<file path="config.mk">
export PLATFORM = sky130hd
export DESIGN_NAME = mul_wb_buffer
export DESIGN_NICKNAME = d
export VERILOG_FILES = /design/src/rtl/mul_wb_buffer.sv
export SDC_FILE = /design/constraint.sdc
export NUM_CORES = 1
export LEC_CHECK = 0
export CAP_MARGIN = 20
export CORE_ASPECT_RATIO = 1.1
export CORE_MARGIN = 2
export CORE_UTILIZATION = 60
export DETAILED_ROUTE_END_ITERATION = 8
export PLACE_DENSITY = 0.84
export SYNTH_ARGS = -nofsm -noshare
export SYNTH_HDL_FRONTEND = slang
export SYNTH_SLANG_ARGS = --single-unit
</file>
<file path="constraint.sdc">
create_clock -name clk -period 4.2 [get_ports clk]
set_clock_uncertainty 0.1 [all_clocks]
set_input_delay 0.84 -clock clk [delete_from_list [all_inputs] [get_ports clk]]
set_output_delay 0.84 -clock clk [all_outputs]
set_load 0.02 [all_outputs]
</file>
<file path="src/rtl/mul_wb_buffer.sv">
// mul_wb_buffer: result buffer between the non-stalling multiplier and writeback.
// Every completed product is captured in a circular FIFO and held until the
// writeback stage takes it via the wb_done/wb_accepted handshake. A credit
// counter (in-flight ops + buffered entries) gates new issues so the buffer
// can never overflow.
//
// Ports:
//   clk, rst               clock; synchronous active-low reset
//   issue_new_request      op enters the multiplier (consumes one credit)
//   issue_ready            credit available
//   mul_valid/mul_id/mul_rd  single-cycle result strobe from the multiplier
//   wb_done/wb_id/wb_rd    head result presented to writeback
//   wb_accepted            writeback takes the head (only while wb_done=1)
//   occupancy              number of buffered entries (debug/perf)
//
// Optional feature: define MUL_WB_BYPASS_EN to forward a result straight from
// mul_* to wb_* in the same cycle when the buffer is empty (0-cycle latency).
// Without it, latency is one cycle and there is no mul_* -> wb_* path.
module mul_wb_buffer #(
  parameter int unsigned DEPTH = 4,
  parameter int unsigned ID_W  = 3,
  parameter int unsigned XLEN  = 32
) (
  input  logic                     clk,
  input  logic                     rst,
  input  logic                     issue_new_request,
  output logic                     issue_ready,
  input  logic                     mul_valid,
  input  logic [ID_W-1:0]          mul_id,
  input  logic [XLEN-1:0]          mul_rd,
  output logic                     wb_done,
  output logic [ID_W-1:0]          wb_id,
  output logic [XLEN-1:0]          wb_rd,
  input  logic                     wb_accepted,
  output logic [$clog2(DEPTH):0]   occupancy
);

  localparam int unsigned PTR_W = $clog2(DEPTH);
  localparam int unsigned CNT_W = PTR_W + 1;
  localparam int unsigned SUM_W = CNT_W + 1;

  typedef struct packed {
    logic [ID_W-1:0] id;
    logic [XLEN-1:0] rd;
  } entry_t;

  entry_t             mem_q [DEPTH];
  entry_t             mem_d [DEPTH];
  logic [PTR_W-1:0]   rd_ptr_q, rd_ptr_d;
  logic [PTR_W-1:0]   wr_ptr_q, wr_ptr_d;
  logic [CNT_W-1:0]   count_q, count_d;
  logic [CNT_W-1:0]   inflight_q, inflight_d;

  entry_t             head;
  logic               buf_valid;
  logic               bypass;
  logic               push;
  logic               pop;

  // Writeback presentation: head entry, or the live multiplier result when bypassing.
  always_comb begin
    buf_valid = (count_q != '0);
    head      = mem_q[rd_ptr_q];
    bypass    = 1'b0;
    wb_done   = buf_valid;
    wb_id     = head.id;
    wb_rd     = head.rd;
`ifdef MUL_WB_BYPASS_EN
    if (!buf_valid && mul_valid) begin
      bypass  = 1'b1;
      wb_done = 1'b1;
      wb_id   = mul_id;
      wb_rd   = mul_rd;
    end
`endif
  end

  // A bypassed result accepted in the same cycle never touches the FIFO.
  always_comb begin
    pop  = wb_accepted && buf_valid;
    push = mul_valid && !(bypass && wb_accepted);
  end

  // Sum is one bit wider so inflight + count cannot wrap before the compare.
  always_comb begin
    issue_ready = ((SUM_W'(inflight_q) + SUM_W'(count_q)) < SUM_W'(DEPTH));
    occupancy   = count_q;
  end

  // Next-state for FIFO storage, pointers and counters.
  always_comb begin
    mem_d      = mem_q;
    wr_ptr_d   = wr_ptr_q;
    rd_ptr_d   = rd_ptr_q;
    count_d    = count_q + CNT_W'(push) - CNT_W'(pop);
    inflight_d = inflight_q + CNT_W'(issue_new_request) - CNT_W'(mul_valid);
    if (push) begin
      mem_d[wr_ptr_q] = '{id: mul_id, rd: mul_rd};
      wr_ptr_d        = wr_ptr_q + PTR_W'(1);
    end
    if (pop) begin
      rd_ptr_d = rd_ptr_q + PTR_W'(1);
    end
  end

  // State registers; storage is cleared too so wb_id/wb_rd read 0 after reset.
  always_ff @(posedge clk) begin
    if (!rst) begin
      for (int i = 0; i < int'(DEPTH); i++) begin
        mem_q[i] <= '0;
      end
      rd_ptr_q   <= '0;
      wr_ptr_q   <= '0;
      count_q    <= '0;
      inflight_q <= '0;
    end else begin
      mem_q      <= mem_d;
      rd_ptr_q   <= rd_ptr_d;
      wr_ptr_q   <= wr_ptr_d;
      count_q    <= count_d;
      inflight_q <= inflight_d;
    end
  end

  // Protocol checks on the surrounding pipeline.
  always @(posedge clk) begin
    if (rst) begin
      a_overflow: assert (!(mul_valid && (count_q == CNT_W'(DEPTH)) && !pop))
        else $error("mul_wb_buffer: result overflow");
      a_spurious_accept: assert (!(wb_accepted && !wb_done))
        else $error("mul_wb_buffer: accept without done");
      a_credit: assert (!(issue_new_request && !issue_ready))
        else $error("mul_wb_buffer: issue without credit");
      a_inflight_underflow: assert (!(mul_valid && (inflight_q == '0)))
        else $error("mul_wb_buffer: result with nothing in flight");
    end
  end

endmodule

</file>
; ---- Word-level counts from Yosys, hierarchy flattened
; Index checks and enable logic that the tools add are counted.
[totals]
word_cells = 34
output_inout_bits = 40
reg_bits = 150
[classes]
reduce_logical = 3
n_lt_le_gt_ge = 4
n_addsub = 7
bitwise = 2
muxes = 6
[op_table]
columns = operator, n
row1 = 140-bit bitwise mux, 1
row2 = 35-bit 2-to-1 mux, 3
row3 = 35-bit binary-select mux with 2-bit select, 1
row4 = 35-bit demux with 2-bit select, 1
row5 = 3-bit by 1-bit adder with 3-bit output, 2
row6 = 3-bit >= comparator (second input constant), 2
row7 = 2-bit inverter with 3-bit output, 2
row8 = 3-bit by 1-bit subtractor with 3-bit output, 2
row9 = 2-bit by 1-bit adder with 2-bit output (second input constant), 2
row10 = 3-bit by 3-bit adder with 4-bit output, 1
row11 = 4-bit by 3-bit < comparator with 1-bit output (second input constant), 1
row12 = 3-bit by 1-bit < comparator with 1-bit output (second input constant), 1
row13 = 3-bit nonzero test, 1
row14 = 1-bit logical AND, 2

; ---- Logic depth before layout (Yosys ltp)
; Gate-level depths: netlist of run 1.
[depth]
word_depth = 6
ltp_mapped = 8
mapped_depth_nobuf = 8

; ---- Worst setup path after synthesis of run 1
; OpenSTA, ideal clock, no wires.
[synth_path]
kind = flip-flop to output port
start = reg count_q[1] (netlist: occupancy[1])
end = out issue_ready
required_time_ns = 3.260
stages_incl_launch_ff = 4
t_arrival_ns = 1.631
slack_ns = 1.629
path_cell_list = dfxtp_1 ha_1 and3_1 nor4_1
[synth_via]
elab_chain_len = 2
[synth_lines]
columns = item, line
row1 = start: declaration, 51  ; logic [CNT_W-1:0] count_q, count_d;
row2 = start signal: assignment, 120  ; count_q <= count_d;
row3 = 3-bit by 3-bit adder with 4-bit output, 86  ; issue_ready = ((SUM_W'(inflight_q) + SUM_W'(count_q)) < SUM_W'(DEPTH));
row4 = 4-bit by 3-bit < comparator with 1-bit output, 86
row5 = end: declaration, 27  ; output logic issue_ready,
; No other way between the ends.

; ---- Worst setup path after layout of run 1
[layout_path]
start = reg rd_ptr_q[1]
end = out wb_rd[12]
[layout_via]
elab_chain_len = 4
[layout_lines]
columns = item, line
row1 = start: declaration, 49  ; logic [PTR_W-1:0] rd_ptr_q, rd_ptr_d;
row2 = start signal: assignment, 118  ; rd_ptr_q <= rd_ptr_d;
row3 = 2-bit inverter with 3-bit output (implied by the code), 63  ; head = mem_q[rd_ptr_q];
row4 = 35-bit binary-select mux with 2-bit select, 63
row5 = 35-bit 2-to-1 mux (implied by the code) (2 in series), 63
row6 = end: declaration, 33  ; output logic [XLEN-1:0] wb_rd,
; No other way between the ends. The select of a mux whose other input is x is not followed.

==> results.toml, run 1 <==
[run_status]
outcome = "completed"

[sta]
max_clock_freq_mhz = 284
rsz0062_at_grt = "false"
worst_slack_ps = 675
hold_viol = 0
setup_viol = 0
max_slew_margin_pct = 24.2
maxSlewViolCount = 0
fin_crit_ps = 3520
tns_ps = 0
min_period_over_period_pct = 83.9
worst_pin_slew_ps = 1140

[flow_run]
drv_cap = 0

[clocking]
cts_sinks = 150
path_clk_slew_ps = 60
insertion_delay_ps = 420
cts_resized = 0
postCtsHoldBufs = 0
cts_buffer_depth = 2
cts-root-buf = "clkbuf_16"
cts_setup_buffers = 0
cts_buffers = 17
cts_tree = "done"
htreeDepth = 4

[detailed_routing]
num_vias = 5726
firstDrtPassIters = 6
routed_wl_mm = 16.6
drc = 0
drt_iter0_drc = 452
antenna_left = 0
routed_via_density = 6.20
post_drt_wl_per_cell_um = 18.0

[die]
die_height_um = 120
placementRows = 42
dieArea_um2 = 13200
fp.dieW_um = 110
coreArea_um2 = 12000
io_pins = 80
initial_core_util_pct = 61.5

[synth]
synth_area_um2 = 7400
synth_top_family_by_area = "compound AO/OA/AOI/OAI gates"
synthesis.nets = 788
yosys_register_bits = 150
synthSimpleGateAreaFrac_pct = 10.5
yosys_warnings = 0
synth_fa_ha_area_share_pct = 2.23
synth_edf_count = 0
ys_seq_area_share_pct = 40.6
synth_most_common_cell = "dfxtp_1"
synthCells = 736
netlist.top_cell.by_area = "dfxtp_1"
synth_xor_area_share_pct = 0.744
yosys-top-cells-count = "dfxtp_1, a21bo_2, a21oi_1, nand3_1, clkbuf_1"
synthMuxAreaShare_pct = 11.3
ys_top_cells_by_area = "dfxtp_1, a21bo_2, a21oi_1, nand3_1, mux4_2"
synth_top_cell_area_share_pct = 40.6
synthArstFlopShare_pct = 0
syn_area_per_cell_um2 = 10.1
synthFlopType = "dfxtp_1"
synth_compound_area_share_pct = 28.6
synth.distinct_cells = 28

[worst_hold_path]
hold_path.class = "register to register"
holdPathEnd = "mem_q[106]"
hold_start = "mem_q[106]"
hold-path-cell-count = 2

[worst_setup_path]
required_ps = 3260
reg2reg_depth = 5
cp-start-kind = "register"
r2r_slack_ps = 1910
path_max_fanout = 16
r2r-start = "wr_ptr_q[0]"
reg2reg_to = "mem_q[61]"
worst_setup_path_end_kind = "primary output"
cp.arrival_ps = 2580
criticalPathCategory = "register to primary output"

[power]
irDropWorstVdd_mv = 0.338
power_frac_seq_pct = 40.8
switching_power_uw = 1100
pwr-share-comb_pct = 21.8
design_power_total_uw = 3940
power_per_cell_area_nw_per_um2 = 454
p_sw_share_pct = 27.9
intPower_uw = 2840
clockPowerShare_pct = 37.4
p_leak_uw = 0.00312

[final_layout]
finalInstanceArea_um2 = 8680
diodes = 0
syn_to_final_growth_pct = 17.2
fin_nets = 810
layout.cells.non_filler = 923
drive_gt1_share_pct = 28.3

[grt]
grt_pass1_wl_mm = 27.1
grt_pass1_vias = 5564
antenna_found_initial = 0
overflow = 0
grt_usage_pct = 26.4
grt_max_degree = 283

[place]
port_buffers = 79
place_area_um2 = 8110
dp_hpwl_mm = 9.87
pre_cts_ws_ps = 1080
place_congestion = 0.753
dp_cells = 893
==> critical path: stages (launching register included) <==
cell and delay (ps):
dfxtp_2 650, buf_4 390, mux4_2 560, clkdlybuf4s50_1 550
==> power by group through the flow <==
| stage | clock network, µW | registers (µW) | logic (µW) |
|---|---|---|---|
| 2_1_floorplan | 0 | 1580 | 610 |
| 5_1_grt | 1550 | 1620 | 927 |
| 3_5_place_dp | 0 | 1640 | 854 |
| 6_report | 1470 | 1610 | 859 |
| 4_1_cts | 1500 | 1610 | 863 |
| 3_3_place_gp | 0 | 1630 | 820 |
==> layer usage <==
layer | track usage (%) | wire length (µm) | vias to the layer above | part of all wire (%)
met1 | 32.1 | 6700 | 2774 | 40
met2 | 43.6 | 8480 | 190 | 51
li1 | - | - | 2732 | -
met4 | 11.8 | 407 | 0 | 2.4
met3 | 6.95 | 1060 | 30 | 6.4
met5 | 0 | 0 | - | 0
==> worst max-delay path by stage <==
stage / start / end / slack, ps / cells after the start
after floorplan: occupancy[1] / issue_ready / 1630 / 3
after global placement: rd_ptr_q[1] / wb_rd[22] / 1110 / 3
after detailed placement: rd_ptr_q[1] / wb_rd[20] / 1080 / 3
after CTS: rd_ptr_q[1] / wb_rd[12] / 610 / 3
after global routing: rd_ptr_q[1] / wb_rd[16] / 540 / 3
final: rd_ptr_q[1] / wb_rd[12] / 680 / 3
==> cell type report <==
cell class              count  area [µm²]
repair buffers             89         905
fillers                   862        3360
multi-input cells         490        3960
inverters                  10        40.0
flip-flops and latches    150        3010
clock buffers              20         467
clock inverters            10         105
well taps                 154         193
==> stage by stage <==
stage / hold slack, ps / utilization [%]
2_1_floorplan: 414 / -
3_3_place_gp: 436 / 67.2
3_5_place_dp: 463 / 67.4
4_1_cts: 471 / 72.1
5_1_grt: 486 / 72.1
6_report: 470 / 72.1
==> logic make-up after synthesis <==
| family | Yosys count |
|---|---|
| AO/OA/AOI/OAI | 282 |
| XOR/XNOR | 3 |
| adder cells (fa/ha/maj) | 12 |
| buffers and inverters | 96 |
| flip-flops | 150 |
| multiplexers | 38 |
| AND/OR/NAND/NOR | 155 |
==> layout by cell type, fill, tap and decap left out, types with 4 or more instances in the layout <==
| master | netlist | routed |
|---|---|---|
| dfxtp_1 | 150 | 148 |
| nand3_1 | 140 | 140 |
| a21bo_2 | 140 | 140 |
| a21oi_1 | 140 | 140 |
| clkdlybuf4s50_1 | 0 | 78 |
| mux4_2 | 30 | 30 |
| clkbuf_16 | 0 | 17 |
| inv_1 | 9 | 9 |
| buf_4 | 0 | 7 |
| ha_1 | 10 | 6 |
| clkinv_2 | 0 | 6 |
| mux4_1 | 5 | 5 |
| nor2_1 | 5 | 5 |
| ha_2 | 0 | 4 |
==> state kept, by name (all words and copies together) (netlist names) <==
name        cells
inflight_q      3
rd_ptr_q        2
mem_q         140
occupancy       3
wr_ptr_q        2
Power figures use the tool's default switching activity.
==> run 2: changes to the inputs <==
--- a/config.mk
+++ b/config.mk
@@ -8,9 +8,9 @@
 export CAP_MARGIN = 20
 export CORE_ASPECT_RATIO = 1.1
 export CORE_MARGIN = 2
-export CORE_UTILIZATION = 60
+export CORE_UTILIZATION = 51
 export DETAILED_ROUTE_END_ITERATION = 8
-export PLACE_DENSITY = 0.84
+export PLACE_DENSITY = 0.76
 export SYNTH_ARGS = -nofsm -noshare
 export SYNTH_HDL_FRONTEND = slang
 export SYNTH_SLANG_ARGS = --single-unit
==> constraint.sdc (replaced) <==
create_clock -name clk -period 3 [get_ports clk]
set_clock_uncertainty 0.1 [all_clocks]
set_input_delay 0.6 -clock clk [delete_from_list [all_inputs] [get_ports clk]]
set_output_delay 0.6 -clock clk [all_outputs]
set_load 0.02 [all_outputs]
==> run 2 against run 1 <==
Count of clock-buffer cells in the layout up 6. Register-to-register slack worse by 970 ps. Via count shrank 1.7%.
==> results.toml, run 2 (synthesis results as in run 1) <==
[final_layout]
final_cell_mix = "dfxtp_1, nand3_1, a21bo_2, a21oi_1, clkdlybuf4s50_1"
diodes = 0
final_common_cell = "dfxtp_1"
drive_gt1_share_pct = 29.1
largest-register = "mem_q"
finalInstanceArea_um2 = 8840
fin_nets = 819
largest_reg_flops = 140
syn_to_final_growth_pct = 19.4

[worst_setup_path]
worst_setup_path_end_kind = "primary output"
criticalPathCategory = "register to primary output"
required_ps = 2300
path_max_fanout = 9
cp-start-kind = "register"
cp.arrival_ps = 2200

[die]
die_height_um = 130
coreArea_um2 = 14300
placementRows = 46
dieArea_um2 = 15500
initial_core_util_pct = 51.7
io_pins = 80
fp.dieW_um = 119

[sta]
fin_crit_ps = 2900
max_slew_margin_pct = 20.7
setup_viol = 0
rsz0062_at_grt = "false"
worst_pin_slew_ps = 1190
hold_slack_ps = 457
tns_ps = 0
max_clock_freq_mhz = 345
min_period_over_period_pct = 96.6
hold_viol = 0
maxSlewViolCount = 0

[detailed_routing]
routed_wl_mm = 16.4
antenna_left = 0
num_vias = 5629
routed_via_density = 5.79
drc = 0
drt_iter0_drc = 449
firstDrtPassIters = 5
post_drt_wl_per_cell_um = 16.8

[clocking]
cts_buffer_depth = 2
path_clk_slew_ps = 60
cts_buffers = 17
cts_tree = "done"
cts_setup_buffers = 0
cts_sinks = 150
insertion_delay_ps = 420
cts-root-buf = "clkbuf_16"
htreeDepth = 4

[grt]
overflow = 0
antenna_found_initial = 0
grtUsageMet3_pct = 4.63
grt_pass1_vias = 5490
grt_usage_pct = 21.7
met1_usage_pct = 25.3
grt_max_degree = 283
use_met2_pct = 38.7
grt_pass1_wl_mm = 27.0
grt-busiest-layer = "met2"

[power]
p_leak_uw = 0.00317
clockPowerShare_pct = 36.4
power_per_cell_area_nw_per_um2 = 622
power_frac_seq_pct = 40.2
p_sw_share_pct = 28.0
switching_power_uw = 1540
intPower_uw = 3950
pwr-share-comb_pct = 23.4
irDropWorstVdd_mv = 0.342

[place]
place_congestion = 0.756
dp_hpwl_mm = 10.1
place_area_um2 = 8260
port_buffers = 79

[flow_run]
drv_cap = 0

[run_status]
outcome = "completed"

[worst_hold_path]
hold_path.class = "input pin to register"
## run 2: changes by cell type in the layout (fill, tap and decap cells not counted), moves of 3 or more
cell      change
clkbuf_8      +5
buf_12        +3
clkinv_2      -3
buf_4         +6
## run 2: repair_timing
action / CTS / global route
hold buffers: 0 / 0
setup endpoints to repair: 13 / 1
resized for setup: 1 / 1
## run 2: worst max-delay path, stage by stage, from the launching register on
cell	delay, ps
dfxtp_4	450
buf_12	170
mux4_1	590
clkdlybuf4s50_1	560
## run 2: worst paths after layout
check          startpoint           end  slack [ps]  cells after the start
max reg2reg  occupancy[1]  occupancy[2]         940                      8
min             mul_valid  occupancy[0]         460                      3
min reg2reg   wr_ptr_q[1]   wr_ptr_q[1]         460                      2
max           rd_ptr_q[1]      wb_rd[0]         100                      3
## run 2: final cells by class
class | count | area (µm²)
clock inverters | 6 | 40.0
fillers | 1153 | 5500
inverters | 10 | 40.0
clock buffers | 26 | 529
well taps | 192 | 240
flip-flops and latches | 150 | 3010
multi-input cells | 490 | 3960
repair buffers | 98 | 1010
## run 2: power groups by stage
| stage | Clock [µW] | Sequential (µW) | Combinational (µW) |
|---|---|---|---|
| finish | 2000 | 2210 | 1280 |
| CTS | 2040 | 2210 | 1300 |
| floorplan | 0 | 2220 | 855 |
| detailed placement | 0 | 2250 | 1290 |
| global route | 2110 | 2230 | 1390 |
| global placement | 0 | 2240 | 1250 |
## run 2: layer usage
metal	vias to the layer above	part of all wire [%]
met4	0	2.6
met3	29	3.8
met2	112	51
met5	-	0
li1	2751	-
met1	2737	42
## run 2: metrics by stage
step,worst slack [ps],total power (µW),std cells,util (%)
finish,101,5490,972,61.7
global route,6.79,5730,972,61.7
detailed placement,416,3550,940,57.6
CTS,48.9,5550,972,61.6
floorplan,669,3070,736,-
global placement,432,3500,940,57.6
==> run 3: changes to the inputs <==
--- a/config.mk
+++ b/config.mk
@@ -6,11 +6,13 @@
 export NUM_CORES = 1
 export LEC_CHECK = 0
 export CAP_MARGIN = 20
+export CELL_PAD_IN_SITES_DETAIL_PLACEMENT = 0
+export CELL_PAD_IN_SITES_GLOBAL_PLACEMENT = 1
 export CORE_ASPECT_RATIO = 1.1
 export CORE_MARGIN = 2
-export CORE_UTILIZATION = 51
+export CORE_UTILIZATION = 40
 export DETAILED_ROUTE_END_ITERATION = 8
-export PLACE_DENSITY = 0.76
+export PLACE_DENSITY_LB_ADDON = 0.1
 export SYNTH_ARGS = -nofsm -noshare
 export SYNTH_HDL_FRONTEND = slang
 export SYNTH_SLANG_ARGS = --single-unit
==> run 3 against run 2 <==
Fmax rose by 0.18%. Power is 5.7% higher. Non-clock buffer count decreased by 1. Routed wire length up 5.4%. Global-route usage down 3.8 points. Sequential cell count is the same. Largest cell class unchanged.
==> results.toml, run 3 (synthesis results as in run 1) <==
[place]
port_buffers = 79
dp_cells = 990
pre_cts_ws_ps = 407
place_congestion = 0.765
dp_hpwl_mm = 10.6

[grt]
antenna_found_initial = 0
grt_max_degree = 181
grt_pass1_wl_mm = 28.2
grt_usage_pct = 17.9
overflow = 0
grt_pass1_vias = 5318

[power]
power_per_cell_area_nw_per_um2 = 647
p_leak_uw = 0.00322
irDropWorstVdd_mv = 0.429
clockPowerShare_pct = 39.8
power_frac_seq_pct = 38.1
pwr-share-comb_pct = 22.2
switching_power_uw = 1570
p_sw_share_pct = 27.0
intPower_uw = 4240

[worst_setup_path]
worst_setup_path_end_kind = "primary output"
path_max_fanout = 21
r2r_slack_ps = 910
cp-start-kind = "register"
required_ps = 2300
criticalPathCategory = "register to primary output"
cp.arrival_ps = 2190

[sta]
rsz0062_at_grt = "false"
max_slew_margin_pct = 35.9
worst_slack_ps = 106
fin_crit_ps = 2890
max_clock_freq_mhz = 346
hold_viol = 0
worst_pin_slew_ps = 962
setup_viol = 0
tns_ps = 0
min_period_over_period_pct = 96.5
maxSlewViolCount = 0

[clocking]
cts_buffers = 17
path_clk_slew_ps = 60
cts_tree = "done"
cts_setup_buffers = 0
htreeDepth = 4
cts-root-buf = "clkbuf_16"
cts_sinks = 150
insertion_delay_ps = 420
postCtsHoldBufs = 0
cts_buffer_depth = 2

[final_layout]
seqCellArea_um2 = 3010
fillers = 1673
largest_reg_flops = 140
drive_gt1_share_pct = 29.0
largest-register = "mem_q"
layout.cells.non_filler = 1022
syn_to_final_growth_pct = 21.3
fin_nets = 818
final_common_cell = "dfxtp_1"
multi_input_area_um2 = 3960
final_cell_mix = "dfxtp_1, nand3_1, a21bo_2, a21oi_1, clkdlybuf4s50_1"
diodes = 0

[die]
die_height_um = 147
dieArea_um2 = 19600
initial_core_util_pct = 40.5
io_pins = 80
fp.dieW_um = 134
coreArea_um2 = 18300
placementRows = 52

[detailed_routing]
num_vias = 5620
antenna_left = 0
routed_wl_mm = 17.2
post_drt_wl_per_cell_um = 16.9
firstDrtPassIters = 5
routed_via_density = 5.50
drc = 0
drt_iter0_drc = 325

[run_status]
outcome = "completed"

[worst_hold_path]
hold_path.class = "register to register"

[flow_run]
drv_cap = 0
==> run 3: cell count changes in the layout (fill, tap and decap cells not counted), sizes merged <==
cell | before | now
bufinv | 0 | 4
clkbuf | 27 | 25
clkinv | 5 | 3
buf | 19 | 18
clkdlybuf4s50 | 78 | 77
dlymetal6s2s | 0 | 1
==> run 3: layout make-up <==
class | instances | area share [%]
multi-input cells | 490 | 44.1
flip-flops and latches | 150 | 33.5
clock inverters | 8 | 1.59
well taps | 243 | 3.39
clock buffers | 24 | 5.59
inverters | 10 | 0.446
repair buffers | 97 | 11.4
==> run 3: repair_timing <==
action,CTS,global route
hold endpoints to repair,0,0
gates resized for setup,0,2
endpoints found under the setup margin,0,5
==> run 3: path summary, 6_finish.rpt <==
check,startpoint,end,cells after the start
max,rd_ptr_q[1],wb_rd[3],3
min,wr_ptr_q[0],wr_ptr_q[0],2
max reg2reg,occupancy[1],occupancy[2],8
min reg2reg,wr_ptr_q[0],wr_ptr_q[0],2
==> run 3: through the flow <==
stage	hold WS, ps	total power [µW]	area [µm²]	util [%]
after CTS	458	5890	8970	49.1
after global placement	442	3530	8330	45.6
after detailed placement	462	3560	8330	45.6
final	467	5810	8980	49.1
after global routing	472	6080	8980	49.1
after floorplan	414	3070	7400	-
==> run 3: metal layers <==
layer	wire length, µm	track usage, %
met5	0	0
met3	673	4.44
met1	7910	23.6
met4	180	5.48
met2	8480	29.0
==> run 3: worst max-delay path: stages (launching register included) <==
cell	delay (ps)
dfxtp_2	370
buf_12	210
mux4_1	610
clkdlybuf4s50_1	560
==> run 3: power by group through the flow <==
stage	clock (µW)	combinational [µW]	sequential, µW
detailed placement	0	1300	2250
global placement	0	1280	2250
global route	2450	1400	2230
finish	2310	1290	2210
floorplan	0	855	2220
CTS	2380	1310	2210
